File: config.mk
export PLATFORM = sky130hd
export DESIGN_NAME = counter_sweep_ctrl
export DESIGN_NICKNAME = d
export VERILOG_FILES = /design/src/rtl/counter_sweep_ctrl.sv
export SDC_FILE = /design/constraint.sdc
export NUM_CORES = 1
export LEC_CHECK = 0
export CAP_MARGIN = 20
export CORE_MARGIN = 2
export CORE_UTILIZATION = 35
export CTS_BUF_LIST = sky130_fd_sc_hd__clkbuf_2
export DETAILED_ROUTE_END_ITERATION = 7
export PLACE_DENSITY = 0.61
export SYNTH_ARGS = -nofsm -noshare
export SYNTH_HDL_FRONTEND = slang
export SYNTH_SLANG_ARGS = --single-unit
File: constraint.sdc
create_clock -name clk -period 2.7 [get_ports clk]
set_clock_uncertainty 0.2 [all_clocks]
set_input_delay 0.54 -clock clk [delete_from_list [all_inputs] [get_ports clk]]
set_output_delay 0.54 -clock clk [all_outputs]
set_load 0.1 [all_outputs]
File: src/rtl/counter_sweep_ctrl.sv
// Sequencer that steers an external 8-bit up/down counter back and forth between latched bounds.
// Optional bound dwell (states DWELL_HI/DWELL_LO plus timer) is built only when COUNTER_SWEEP_DWELL_EN is defined.
module counter_sweep_ctrl #(
  parameter int DWELL_W = 8,
  parameter int SWEEP_W = 8
) (
  input  logic               clk,
  input  logic               rst,
  input  logic               start,
  input  logic               stop,
  input  logic [7:0]         lo_bound,
  input  logic [7:0]         hi_bound,
  input  logic [DWELL_W-1:0] dwell_cycles,
  input  logic [SWEEP_W-1:0] n_sweeps,
  input  logic [7:0]         counter_out,
  output logic               enable,
  output logic               direction,
  output logic               busy,
  output logic               done,
  output logic               cfg_err,
  output logic [SWEEP_W-1:0] sweep_cnt
);

  typedef enum logic [2:0] {
    IDLE,
    SEEK,
    RUN_UP,
    RUN_DOWN
`ifdef COUNTER_SWEEP_DWELL_EN
    ,
    DWELL_HI,
    DWELL_LO
`endif
  } state_t;

  state_t               state;
  logic [7:0]           lo_q;
  logic [7:0]           hi_q;
  logic [SWEEP_W-1:0]   n_q;
  logic [SWEEP_W-1:0]   sweep_next;

`ifdef COUNTER_SWEEP_DWELL_EN
  logic [DWELL_W-1:0]   dwell_q;
  logic [DWELL_W-1:0]   timer;
`else
  logic                 unused_dwell;
  assign unused_dwell = ^dwell_cycles;
`endif

  // Completed-sweep count saturates rather than wrapping during endless runs.
  assign sweep_next = (sweep_cnt == '1) ? sweep_cnt : sweep_cnt + SWEEP_W'(1);
  assign busy       = (state != IDLE);

  always_ff @(posedge clk) begin
    if (rst) begin
      state     <= IDLE;
      lo_q      <= '0;
      hi_q      <= '0;
      n_q       <= '0;
      sweep_cnt <= '0;
      done      <= 1'b0;
      cfg_err   <= 1'b0;
`ifdef COUNTER_SWEEP_DWELL_EN
      dwell_q   <= '0;
      timer     <= '0;
`endif
    end else begin
      done    <= 1'b0;
      cfg_err <= 1'b0;
      if (stop && state != IDLE) begin
        state <= IDLE;
      end else begin
        case (state)
          IDLE: begin
            if (start && !stop) begin
              if (lo_bound < hi_bound) begin
                lo_q      <= lo_bound;
                hi_q      <= hi_bound;
                n_q       <= n_sweeps;
                sweep_cnt <= '0;
`ifdef COUNTER_SWEEP_DWELL_EN
                dwell_q   <= dwell_cycles;
`endif
                state     <= SEEK;
              end else begin
                cfg_err <= 1'b1;
              end
            end
          end
          SEEK: begin
            if (counter_out == lo_q) state <= RUN_UP;
          end
          RUN_UP: begin
            if (counter_out == hi_q) begin
`ifdef COUNTER_SWEEP_DWELL_EN
              timer <= dwell_q;
              state <= (dwell_q != '0) ? DWELL_HI : RUN_DOWN;
`else
              state <= RUN_DOWN;
`endif
            end
          end
          RUN_DOWN: begin
            if (counter_out == lo_q) begin
              sweep_cnt <= sweep_next;
              if (n_q != '0 && sweep_next == n_q) begin
                done  <= 1'b1;
                state <= IDLE;
              end else begin
`ifdef COUNTER_SWEEP_DWELL_EN
                timer <= dwell_q;
                state <= (dwell_q != '0) ? DWELL_LO : RUN_UP;
`else
                state <= RUN_UP;
`endif
              end
            end
          end
`ifdef COUNTER_SWEEP_DWELL_EN
          // Timer enters at dwell_q, so leaving on 1 gives exactly dwell_q cycles.
          DWELL_HI: begin
            timer <= timer - DWELL_W'(1);
            if (timer == DWELL_W'(1)) state <= RUN_DOWN;
          end
          DWELL_LO: begin
            timer <= timer - DWELL_W'(1);
            if (timer == DWELL_W'(1)) state <= RUN_UP;
          end
`endif
          default: state <= IDLE;
        endcase
      end
    end
  end

  // Counter steering; a bound hit always drops enable for one cycle.
  always_comb begin
    enable    = 1'b0;
    direction = 1'b1;
    case (state)
      SEEK: begin
        direction = (counter_out < lo_q);
        enable    = (counter_out != lo_q);
      end
      RUN_UP: begin
        enable = (counter_out != hi_q);
      end
      RUN_DOWN: begin
        direction = 1'b0;
        enable    = (counter_out != lo_q);
      end
      default: begin
        enable    = 1'b0;
        direction = 1'b1;
      end
    endcase
    if (stop) enable = 1'b0;
  end

endmodule

==> flow_metrics.env, run 1 <==
export IMPL_drt_iter0_drc=128
export IMPL_viasPerCell=5.31
export IMPL_synth_top_cell_area_share_pct=29.6
export IMPL_worst_pin_slew_ns=0.453
export IMPL_critPathLaunchType="input port"
export IMPL_rsz0062_at_grt="yes"
export IMPL_maxSlewViolCount=0
export IMPL_hold_viol=0
export IMPL_synth_ff_type="dfxtp_1"
export IMPL_place_congestion=0.842
export IMPL_initial_core_util_pct=36.1
export IMPL_p_per_area_nw_per_um2=645
export IMPL_ys_seq_area_share_pct=29.6
export IMPL_hpwl_um=4760
export IMPL_synth_area_leaders="dfxtp_1, mux2i_1, ha_1"
export IMPL_die_w_um=87.5
export IMPL_fmax_mhz=361
export IMPL_worst_slack_ns=-0.0694
export IMPL_num_fill_cells=637
export IMPL_yosysWarnings=0
export IMPL_critPathMaxFanout=2
export IMPL_vdd_drop_max_mv=0.347
export IMPL_dieArea_um2=7650
export IMPL_syn_area_um2=2440
export IMPL_avgSynthCellArea_um2=8.58
export IMPL_path_clk_slew_ns=0.19
export IMPL_period_needed_ns=2.77
export IMPL_synth_distinct_cells=52
export IMPL_final_net_count=423
export IMPL_grt_max_degree=22
export IMPL_wl_per_cell_um=14.6
export IMPL_cts_sinks=36
export IMPL_period_share_pct=103
export IMPL_async_flop_share_pct=0
export IMPL_max_stage_delay_ns=0.26
export IMPL_crit_chain="clkdlybuf4s15_1, ha_4, nor2b_4, o21ai_2, nand2b_1, a21oi_2, o2111ai_4, o21ai_2, buf_12"
export IMPL_cts_root_buf="clkbuf_2"
export IMPL_ctsLongestPathBuffers=2
export IMPL_pre_cts_ws_ns=-0.391
export IMPL_rows=30
export IMPL_cts_tree="built"
export IMPL_crit_arrival_ns=2.03
export IMPL_setup_violations=1
export IMPL_numCtsBuffers=5
export IMPL_worstSetupPathType="input port to output port"
export IMPL_leakage_nw=1.59
export IMPL_min_path_type="flop to flop"
export IMPL_regArea_um2=732
export IMPL_clock_latency_ns=0.41
export IMPL_hold_buffers=0
export IMPL_track_usage_pct=17.0
export IMPL_drive_above_1_share_pct=28.9
export IMPL_vias=2335
export IMPL_cp_num_buf_inv=2
export IMPL_status="finished with violations"
export IMPL_wirelength_um=6410
export IMPL_grt_pass1_wl_um=10200
export IMPL_antenna_cells=0
export IMPL_syn_nets=348
export IMPL_top_level_ports=57
export IMPL_violations="negative setup slack"
export IMPL_gr_total_overflow=0
export IMPL_syn_inst=284
export IMPL_antenna_found_initial=0
export IMPL_core_area_um2=6760
export IMPL_maxCapViolations=0
export IMPL_path_common_cell="o21ai_2"
export IMPL_hold_ws_ns=0.313
export IMPL_synth_edf_count=0
export IMPL_required_ns=1.96
export IMPL_multi_input_area_um2=1700
export IMPL_drc=0
export IMPL_antenna_left=0
export IMPL_synth_largest_area_cell="dfxtp_1"
export IMPL_maxSlewHeadroom_pct=69.6
export IMPL_cp_slowest_cell="ha_4"
export IMPL_h_tree_depth=2
export IMPL_endpoint_kind="output port"
export IMPL_final_util_pct=51.9
export IMPL_dr_pass1_iters=4
export IMPL_crit_family="compound AO/OA/AOI/OAI gates"
export IMPL_portBuffers=48
export IMPL_die_h_um=87.5
export IMPL_synth_seq_cells=36
export IMPL_grt_pass1_vias=2161
export IMPL_area_delta_synth_final_pct=43.8
==> cell usage after synthesis (all sizes together) (2+ instances only) <==
cell / count
o211ai: 7
a211oi: 7
and4: 3
a211o: 2
o2111ai: 2
nor3: 4
nand2b: 2
nand4: 5
xor2: 10
xnor2: 3
clkbuf: 4
ha: 20
a21o: 3
nor2: 35
nand3: 8
nand2: 12
o41ai: 2
and3: 3
o21ai: 12
buf: 9
inv: 22
o31ai: 3
mux2i: 26
nor4: 5
or2: 2
nor2b: 5
a31oi: 5
dfxtp: 36
a21oi: 14
==> stage by stage <==
stage	setup TNS, ns	power [mW]	cells	cell area, µm²
after detailed placement	-11.42	1.65	430	3210
after floorplan	-0.0379	1.26	284	2450
after global routing	-0.247	2.39	440	3510
after global placement	-11.22	1.63	430	3210
final	-0.0694	2.26	440	3510
after CTS	-0.0642	2.22	438	3390
==> where the power goes <==
group	switching (mW)	leakage [nW]	internal (mW)
combinational	0.604	1.23	0.493
clock	0.203	0.0632	0.342
sequential	0.0405	0.296	0.578
total	0.847	1.59	1.41
==> metal layers <==
metal  track usage (%)  share of wire [%]  vias up
met5                 0                  0        -
met4              5.59                1.7        0
met3              3.51                6.0       10
met2              26.3                 46       74
met1              23.6                 47     1075
li1                  -                  -     1176
==> path summary, 6_finish.rpt <==
check                                     from         to  slack (ns)  cells after the start
worst max register to register    sweep_cnt[0]       done        0.23                      7
worst max-delay path            counter_out[1]  direction       -0.07                      9
worst min-delay path                   lo_q[2]    lo_q[2]        0.31                      2
worst min register to register         lo_q[2]    lo_q[2]        0.31                      2
==> placed cells by master, fill, tap and decap left out, types with 4 or more instances in the layout <==
cell type and instances:
buf_4 41, nor2_1 33, dfxtp_1 27, clkdlybuf4s50_1 27
mux2i_1 26, inv_1 17, nand2_1 12, ha_1 12
xor2_1 10, a21oi_1 10, dfxtp_2 9, nand3_1 7
o21ai_0 7, ha_4 7, o211ai_1 6, a211oi_1 6
clkbuf_2 6, inv_2 5, a31oi_1 5, dlygate4sd2_1 5
buf_12 5, nand4_1 4, o21ai_2 4, a21oi_2 4
nor2b_1 4
==> kinds of logic (layout without fill, tap and decap cells) <==
family,Yosys count,in the layout,share of synthesized area (%)
AND/OR/NAND/NOR,88,88,19.0
AO/OA/AOI/OAI,65,65,18.5
flip-flops,36,36,29.6
buffers and inverters,36,112,7.29
multiplexers,26,26,10.7
adder cells (fa/ha/maj),20,20,10.3
XOR/XNOR,13,13,4.67
==> tightest hold or removal path: cells and delay by family, from the launching register on <==
kind / cells / cell delay, ns
flops: 1 / 0.37
simple gates: 1 / 0.07
mux: 1 / 0.06
==> flip-flops by register name, indices dropped and copies added, names as in the netlist <==
signal     count
state          2
cfg_err        1
done           1
n_q            8
lo_q           8
sweep_cnt      8
hi_q           8
==> timing repair <==
item,CTS,global route
setup buffers,0,1
pin swaps,14,22
resized for setup,24,25
endpoints found under the setup margin,2,31
gates cloned,0,1
==> layout make-up <==
cell class / count / share of cell area (%)
Timing Repair Buffer: 82 / 22.0
Inverter: 22 / 2.36
Sequential cell: 36 / 20.9
Multi-Input combinational cell: 212 / 48.6
Tap cell: 80 / 2.86
Clock buffer: 5 / 0.714
Clock inverter: 3 / 2.57
Power figures use the tool's default switching activity.
==> run 2: changes to the inputs <==
--- a/config.mk
+++ b/config.mk
@@ -9,6 +9,7 @@
 export CORE_MARGIN = 2
 export CORE_UTILIZATION = 35
 export CTS_BUF_LIST = sky130_fd_sc_hd__clkbuf_2
+export CTS_CLUSTER_DIAMETER = 150
 export DETAILED_ROUTE_END_ITERATION = 7
 export PLACE_DENSITY = 0.61
 export SYNTH_ARGS = -nofsm -noshare
==> results of run 2 <==
Final layout, timing and power as in run 1 (identical DEF).
